## src/rtl/riscv_definitions_pkg.sv

```systemverilog
// Shared types for the memory-access stage: FSM states, load/store size codes,
// byte-enable and data-bus types, and the held data-memory request payload.
package riscv_definitions_pkg;

    localparam int unsigned DATA_W = 32;

    typedef logic [4:0] regAddr_t;
    typedef logic [3:0] dmemBe_t;

    localparam dmemBe_t BE_ALL = 4'b1111;

    // Store sizes reuse the load encodings: SB=LB, SH=LH, SW=LW.
    typedef enum logic [2:0] {
        LB  = 3'b000,
        LH  = 3'b001,
        LW  = 3'b010,
        LBU = 3'b100,
        LHU = 3'b101
    } funct3ITypeLOAD_e;

    typedef enum logic [1:0] {
        IDLE,
        WAIT,
        DRAIN
    } maState_e;

    typedef union packed {
        logic [DATA_W-1:0]    w;
        logic [3:0][7:0]      b;
        logic [1:0][15:0]     h;
    } dataBus_u;

    typedef struct packed {
        logic              we;
        logic [DATA_W-1:0] addr;
        dmemBe_t           be;
        logic [DATA_W-1:0] wdata;
    } dmemReq_t;

endpackage

```

## src/rtl/lsu_align.sv

```systemverilog
// Byte-lane alignment: store enables/replicated write data and load extraction
// with sign or zero extension, selected by access size and address low bits.
module lsu_align
    import riscv_definitions_pkg::*;
(
    input  funct3ITypeLOAD_e    funct3,
    input  logic [1:0]          addr_lo,
    input  logic [DATA_W-1:0]   rs2,
    input  logic [DATA_W-1:0]   rdata,
    output dmemBe_t             be,
    output logic [DATA_W-1:0]   wdata,
    output logic [DATA_W-1:0]   ld_data
);

    dataBus_u    rd_u;
    logic [7:0]  ld_byte;
    logic [15:0] ld_half;
    logic        sign_b;
    logic        sign_h;

    assign rd_u    = rdata;
    assign ld_byte = rd_u.b[addr_lo];
    assign ld_half = rd_u.h[addr_lo[1]];
    assign sign_b  = (funct3 == LB) & ld_byte[7];
    assign sign_h  = (funct3 == LH) & ld_half[15];

    always_comb begin
        be      = BE_ALL;
        wdata   = rs2;
        ld_data = rdata;
        case (funct3)
            LB, LBU: begin
                be      = dmemBe_t'(4'b0001 << addr_lo);
                wdata   = {4{rs2[7:0]}};
                ld_data = {{(DATA_W-8){sign_b}}, ld_byte};
            end
            LH, LHU: begin
                be      = addr_lo[1] ? 4'b1100 : 4'b0011;
                wdata   = {2{rs2[15:0]}};
                ld_data = {{(DATA_W-16){sign_h}}, ld_half};
            end
            default: ;
        endcase
    end

endmodule

```

## src/rtl/memory_access.sv

```systemverilog
// MA pipeline stage: req/ack data-memory port, stall generation and MA/WB register.
// Optional MISALIGN_TRAP_EN suppresses misaligned accesses and raises misalign_exc.
module memory_access
    import riscv_definitions_pkg::*;
#(
    parameter int unsigned XLEN = DATA_W
) (
    input  logic              clk,
    input  logic              rst,
    input  logic              clk_en,
    input  logic              flush,
    input  logic [XLEN-1:0]   alu_ma,
    input  logic [XLEN-1:0]   rs2_ma,
    input  logic              rd0_wr_en_ma,
    input  logic              data_rd_en_ma,
    input  logic              data_wr_en_ma,
    input  funct3ITypeLOAD_e  funct3_ma,
    input  regAddr_t          rd0_addr_ma,
    output logic              dmem_req,
    output logic              dmem_we,
    output logic [XLEN-1:0]   dmem_addr,
    output dmemBe_t           dmem_be,
    output logic [XLEN-1:0]   dmem_wdata,
    input  logic              dmem_ack,
    input  logic [XLEN-1:0]   dmem_rdata,
    output logic              ma_stall,
    output logic [XLEN-1:0]   rd0_data,
    output logic              rd0_wr_en_wb,
`ifdef MISALIGN_TRAP_EN
    output logic              misalign_exc,
`endif
    output regAddr_t          rd0_addr_wb
);

    maState_e          state;
    dmemReq_t          live_req;
    dmemReq_t          held_req;
    dmemReq_t          bus;
    dmemBe_t           lane_be;
    logic [XLEN-1:0]   lane_wdata;
    logic [XLEN-1:0]   ld_data;
    logic              misaligned;
    logic              access;
    logic              is_load;

    lsu_align u_align (
        .funct3  (funct3_ma),
        .addr_lo (alu_ma[1:0]),
        .rs2     (rs2_ma),
        .rdata   (dmem_rdata),
        .be      (lane_be),
        .wdata   (lane_wdata),
        .ld_data (ld_data)
    );

`ifdef MISALIGN_TRAP_EN
    assign misaligned = (data_rd_en_ma | data_wr_en_ma) &
                        (((funct3_ma[1:0] == 2'b01) & alu_ma[0]) |
                         ((funct3_ma[1:0] == 2'b10) & (|alu_ma[1:0])));
`else
    assign misaligned = 1'b0;
`endif

    assign access   = (data_rd_en_ma | data_wr_en_ma) & ~misaligned;
    assign is_load  = data_rd_en_ma & ~data_wr_en_ma & ~misaligned;
    assign live_req = {data_wr_en_ma, {alu_ma[XLEN-1:2], 2'b00}, lane_be, lane_wdata};
    // Once a request is pending the bus replays the captured payload, so a flush
    // that clears the EX/MA register cannot corrupt the outstanding transaction.
    assign bus      = (state == IDLE) ? live_req : held_req;

    // Bus handshake and stall; everything forced low during reset.
    always_comb begin
        dmem_req   = 1'b0;
        dmem_we    = 1'b0;
        dmem_addr  = '0;
        dmem_be    = '0;
        dmem_wdata = '0;
        ma_stall   = 1'b0;
        if (!rst) begin
            case (state)
                IDLE: begin
                    dmem_req = access;
                    ma_stall = access & ~dmem_ack;
                end
                WAIT: begin
                    dmem_req = 1'b1;
                    ma_stall = ~dmem_ack;
                end
                DRAIN: begin
                    dmem_req = 1'b1;
                    ma_stall = 1'b1;
                end
                default: ;
            endcase
            if (dmem_req) begin
                dmem_we    = bus.we;
                dmem_addr  = bus.addr;
                dmem_be    = bus.be;
                dmem_wdata = bus.wdata;
            end
        end
    end

    // Request FSM and MA/WB register.
    always_ff @(posedge clk) begin
        if (rst) begin
            state        <= IDLE;
            held_req     <= '0;
            rd0_data     <= '0;
            rd0_wr_en_wb <= 1'b0;
            rd0_addr_wb  <= '0;
`ifdef MISALIGN_TRAP_EN
            misalign_exc <= 1'b0;
`endif
        end else begin
            case (state)
                IDLE: if (access && !dmem_ack) begin
                    held_req <= live_req;
                    // A flush on the issue cycle already discards the result.
                    state    <= flush ? DRAIN : WAIT;
                end
                WAIT: begin
                    if (dmem_ack)  state <= IDLE;
                    else if (flush) state <= DRAIN;
                end
                DRAIN: if (dmem_ack) state <= IDLE;
                default: state <= IDLE;
            endcase
`ifdef MISALIGN_TRAP_EN
            misalign_exc <= 1'b0;
`endif
            if (flush) begin
                rd0_data     <= '0;
                rd0_wr_en_wb <= 1'b0;
                rd0_addr_wb  <= '0;
            end else if (clk_en && !ma_stall) begin
                rd0_data     <= is_load ? ld_data : alu_ma;
                rd0_wr_en_wb <= rd0_wr_en_ma & ~misaligned;
                rd0_addr_wb  <= rd0_addr_ma;
`ifdef MISALIGN_TRAP_EN
                misalign_exc <= misaligned;
`endif
            end
        end
    end

endmodule
```

## config.mk

```make
export PLATFORM = sky130hd
export DESIGN_NAME = memory_access
export DESIGN_NICKNAME = d
export VERILOG_FILES = /design/src/rtl/riscv_definitions_pkg.sv /design/src/rtl/lsu_align.sv /design/src/rtl/memory_access.sv
export SDC_FILE = /design/constraint.sdc
export NUM_CORES = 1
export LEC_CHECK = 0
export BUFFER_PORTS_ARGS = -buffer_cell sky130_fd_sc_hd__buf_4
export CAP_MARGIN = 15
export CORE_UTILIZATION = 47
export CTS_CLUSTER_DIAMETER = 80
export DETAILED_ROUTE_END_ITERATION = 10
export GPL_TIMING_DRIVEN = 0
export HOLD_SLACK_MARGIN = 0.06
export PLACE_DENSITY = 0.78
export SLEW_MARGIN = 20
export SYNTH_ARGS = -nofsm -noshare
export SYNTH_HDL_FRONTEND = slang
export SYNTH_HIERARCHICAL = 1
export SYNTH_SLANG_ARGS = --single-unit
```

## constraint.sdc

```tcl
create_clock -name clk -period 1.91 [get_ports clk]
set_input_delay 0.2865 -clock clk [delete_from_list [all_inputs] [get_ports clk]]
set_output_delay 0.2865 -clock clk [all_outputs]
set_load 0.01 [all_outputs]
```

== After elaboration in Yosys (flattened, before gate mapping) ==
Index checks and enable logic that the tools add are counted.
Storage, ports and cells
  flip-flop bits (word level): 107
  input port bits: 112
  output and inout port bits: 109
  logic and storage cells: 67
Cells by class
  $lt $le $gt $ge: 2
  eq/ne operators: 8
  shifts and indexed selects: 1
  multiplexer cells: 29
  bitwise gates (word level): 7
  reduce and logical (&&, ||, !) cells: 12
Operators by type and width (number)
  32-bit two-way mux: 5
  32-bit case mux with 2 select lines: 2
  69-bit two-way mux: 1
  16-bit two-way mux: 2
  8-bit binary-select mux with 2-bit select: 1
  4-bit two-way mux: 3
  2-bit two-way mux: 5
  8-bit two-way mux: 1
  4-bit case mux with 2 select lines: 1
  2-bit OR reduction: 4
  3-bit == test (second input constant): 2
  2-bit case mux with 3 select lines: 1
  1-bit two-way mux: 5
  1-bit bitwise AND: 4
  1-bit by 2-bit << shifter with 4-bit output (first input constant): 1
  3-bit by 1-bit == test with 1-bit output (second input constant): 1
  3-bit logical NOT: 1
  2-bit by 3-bit less-than comparator with 1-bit output (second input constant): 1
  3-bit != test (second input constant): 1
  1-bit case mux with 3 select lines: 1
  3-bit AND reduction: 1
  2-bit by 1-bit == test with 1-bit output (second input constant): 1
  2-bit == test (second input constant): 1
  1-bit logical AND: 2
  9 further kinds: 11

== Logic depth before layout (Yosys ltp) ==
  depth in word-level cells: 6
  depth in mapped cells: 9
  depth with buffers taken out: 6

== By module ==
The synthesis kept the hierarchy.
Modules (own cells, without submodules)
  memory_access: instances 1, cells each 653, area an instance 5570.3 um^2, seq. area each 2142.1 um^2
  lsu_align: instances 1, cells each 171, area an instance 1291.2 um^2, seq. area each 0.0 um^2

== Worst setup path before layout ==
No wires, ideal clock.
  path type: flip-flop to output port
  start: register state[0]
  end: output port dmem_wdata[12]
  data arrival time: 1.563 ns
  data required time: 1.623 ns
  setup slack: 0.060 ns
  cell stages (with the launch flop): 9
  buffers on the path: 3
  cells stage by stage: dfxtp_1 -> inv_1 -> ha_1 -> clkbuf_1 -> nor2b_1 -> o21ai_1 -> buf_2 -> buf_2 -> nor2_1
Between the ends
  cells in the longest elaborated chain, start to end: 6
  elaborated cells on any way between the ends: 9
  classes of those cells: 2 x eq/ne; 5 x mux; 2 x reduce/logical
Ends and longest elaborated chain
  from (decl): RTL line memory_access.sv:35  | maState_e state;
  from (signal assigned): RTL line memory_access.sv:120  | state <= flush ? DRAIN : WAIT;
  2-bit == test or 2-bit by 1-bit == test with 1-bit output (tied branches): RTL line memory_access.sv:80  | case (state)
  2-bit OR reduction (no source line)
  1-bit case mux with 2 select lines: RTL line memory_access.sv:80
  1-bit two-way mux: RTL line memory_access.sv:79  | if (!rst) begin
  32-bit two-way mux (*): RTL line memory_access.sv:95  | if (dmem_req) begin
  32-bit two-way mux (*): RTL line memory_access.sv:79
  to (decl): RTL line memory_access.sv:23  | output logic [XLEN-1:0] dmem_wdata,
Every way passes the cells marked *; elsewhere a longest branch is shown, timed or not. The select of a mux whose other input is x is not followed.

== Worst setup path in the final report ==
  start: register state[1]
  end: output port dmem_wdata[19]
The elaborated chain is that of the path after synthesis.

==> out/metrics.yaml <==
die:
  core_sq_um: 14040
  fp.dieW_um: 122.8
  start_util_pct: 48.86
  fp.dieH_um: 122.8
  num_rows: 43
  num_io_pins: 221
  die-area_sq_um: 15090
run_status:
  outcome: "finished with violations"
  violations: "negative setup slack"
sta:
  fin_ws_ns: -0.2484
  post-route-min-period_ns: 2.158
  hold_ws_ns: 0.1858
  grt_setup_unrepaired: "yes"
  finClkSkew_ns: 0.007348
  worst_pin_slew_ns: 0.7998
  period_share_pct: 113.0
  hold_viol: 0
  fmax_mhz: 463.3
  max_slew_margin_pct: 46.68
  slew_viol_final: 0
  setup_viol: 69
synthesis:
  synth_cells: 824
  synth_ff_type: "dfxtp_1"
  syn_area_sq_um: 6862
  ys_seq_area_share_pct: 31.22
  ys_warn_count: 6
  synth_edf_count: 0
  synth_top_family_by_area: "multiplexers"
  synth-simple-area-share_pct: 19.82
  synthDistinctLibCells: 45
  ys_async_sr_fraction_pct: 0
  synth-seq-cells: 107
  synth_compound_area_share_pct: 19.26
  synth_xor_area_share_pct: 0
  syn_area_per_cell_sq_um: 8.327
  muxShareOfSynthArea_pct: 20.33
  synthAdderAreaFrac_pct: 0.9117
placement:
  gp_congestion: 0.9770
  dp.cells: 1222
  dpl_cell_area_sq_um: 8720
  dp_slack_ns: -0.5038
  hpwl_um: 16980
  port_buffers: 217
clock_tree:
  insertion_delay_ns: 0.36
  cts_hold_buffers: 0
  cts_tree: "yes"
  cts_buffers: 9
  cts.sinks: 107
  cts_max_level: 3
  path_clk_slew_ns: 0.08
  cts_max_path_buffers: 2
  cts-root-buf: "clkbuf_16"
power_and_ir_drop:
  irDropWorstVdd_mv: 0.6639
  p_leak_nw: 4.291
  p_per_area_nw_per_um2: 923.3
global_routing:
  grt_pass1_vias: 6359
  grt_max_degree: 20
  grt-ovfl-total: 0
  track_usage_pct: 29.99
  grt_first_pass_wirelength_um: 34160
  antenna_found_initial: 0
worst_setup_path:
  cp_cell_sequence: "inv_4, ha_4, nor2b_4, o21ai_2, buf_6, buf_12, clkbuf_16, nor2_2, buf_4"
  cp.required_ns: 1.62
  end_kind: "output pin"
  max_stage_delay_ns: 0.39
  path_max_fanout: 6
  cp.arrival_ns: 1.87
  crit_type: "reg -> out"
  startpoint_type: "flip-flop"
  cp_slowest_cell: "dfxtp_4"
layout:
  stdcell_area_sq_um: 9744
  nNetsFinal: 1180
  finalCoreUtilization_pct: 69.39
  final_cell_mix: "buf_4, nand2_1, mux2i_1, dfxtp_1, a21oi_1"
  final_cells: 1248
  insertedDiodeCount: 0
  drive_above_1_share_pct: 42.23
  synthToLayoutAreaGrowth_pct: 42.01
  mostFrequentLayoutCell: "buf_4"
run:
  max-cap-violations: 0
detailed_routing:
  wirelength_um: 23350
  drc: 0
  drtIter0Drc: 541
  drt_pass1_iterations: 5
  viasPerCell: 5.643
  vias: 7042
  ant_nets: 0
  avgRoutedWirePerCell_um: 18.71
min_path:
  hold_path_class: "in -> reg"
==> layer usage <==
layer | GRT usage (%) | vias up | wire, um
li1 | - | 3337 | -
met1 | 39.19 | 3355 | 9743
met2 | 48.00 | 295 | 11200
met3 | 6.691 | 55 | 1654
met4 | 11.20 | 0 | 746
met5 | 0 | - | 0
==> where the power goes <==
| group | switching (W) | leakage [nW] | total, W | internal, W |
|---|---|---|---|---|
| Clock | 0.000919 | 0.136 | 0.00183 | 0.000908 |
| Combinational | 0.00241 | 3.28 | 0.00457 | 0.00216 |
| Sequential | 0.000141 | 0.877 | 0.00260 | 0.00246 |
| Total | 0.00347 | 4.29 | 0.00900 | 0.00553 |
==> cell usage after synthesis, drive strengths merged, types with 4 or more instances <==
| cell type | number | share of area [%] |
|---|---|---|
| or2 | 4 | 0.36 |
| o22ai | 16 | 1.5 |
| a211oi | 34 | 5.9 |
| a221o | 7 | 1.0 |
| a21oi | 76 | 5.5 |
| buf | 65 | 6.8 |
| ha | 5 | 0.91 |
| nor2b | 23 | 2.2 |
| mux2i | 115 | 17 |
| o221ai | 8 | 1.0 |
| o21ai | 18 | 1.4 |
| nor3 | 33 | 3.5 |
| a22oi | 9 | 1.2 |
| nand2 | 151 | 8.3 |
| inv | 7 | 0.38 |
| mux2 | 19 | 3.6 |
| nand3 | 7 | 0.51 |
| o21bai | 5 | 0.60 |
| dfxtp | 107 | 31 |
| clkbuf | 22 | 1.2 |
| nor2 | 82 | 4.5 |
==> kinds of logic (layout without fill, tap and decap cells) <==
family | after synthesis | count (layout)
AND/OR/NAND/NOR | 304 | 304
flip-flops | 107 | 107
other | 1 | 2
AO/OA/AOI/OAI | 179 | 179
adder cells (fa/ha/maj) | 5 | 5
multiplexers | 134 | 134
buffers and inverters | 94 | 337
==> area by class of cell <==
class                           count  area [sq um]
Multi-Input combinational cell    624          4518
Fill cell                        1129          4298
Sequential cell                   107          2150
Timing Repair Buffer              228          1871
Buffer                             86         664.4
Clock buffer                        9         225.2
Tap cell                          180         225.2
Clock inverter                      7         60.06
Inverter                            7         31.28
==> flip-flops by register name, indices dropped and copies added, names as in the netlist <==
signal / flops
held_req: 67
rd0_data: 32
state: 2
rd0_addr_wb: 5
rd0_wr_en_wb: 1
==> stage by stage <==
| step | TNS [ns] | total power [W] |
|---|---|---|
| floorplan | 0 | 0.004943 |
| global placement | -26.38 | 0.006227 |
| detailed placement | -27.43 | 0.006284 |
| CTS | -12.87 | 0.008482 |
| global route | -18.05 | 0.009424 |
| finish | -13.53 | 0.008997 |
==> final timing paths <==
kind	cells after the start	to	start	slack [ns]
hold reg to reg	2	held_req[45]	held_req[45]	0.45
setup / recovery	9	dmem_wdata[19]	state[1]	-0.25
setup reg to reg	10	rd0_data[18]	state[1]	0.07
hold / removal	3	held_req[43]	alu_ma[7]	0.19
==> worst max-delay path, delay by kind of cell (launching register included) <==
family	cells	cell delay, ns
buffers and inverters	5	0.65
adders and majority gates	1	0.18
and+or+nand+nor	2	0.17
DFF	1	0.39
AOI/OAI and AO/OA	1	0.12
==> repair_timing <==
item                                    CTS  global route
gates resized for setup                  76            96
cloned                                    2             1
setup buffers                             6             2
endpoints found under the setup margin   87           151
pin swaps                                13             9
(Power assumes the default switching activity.)
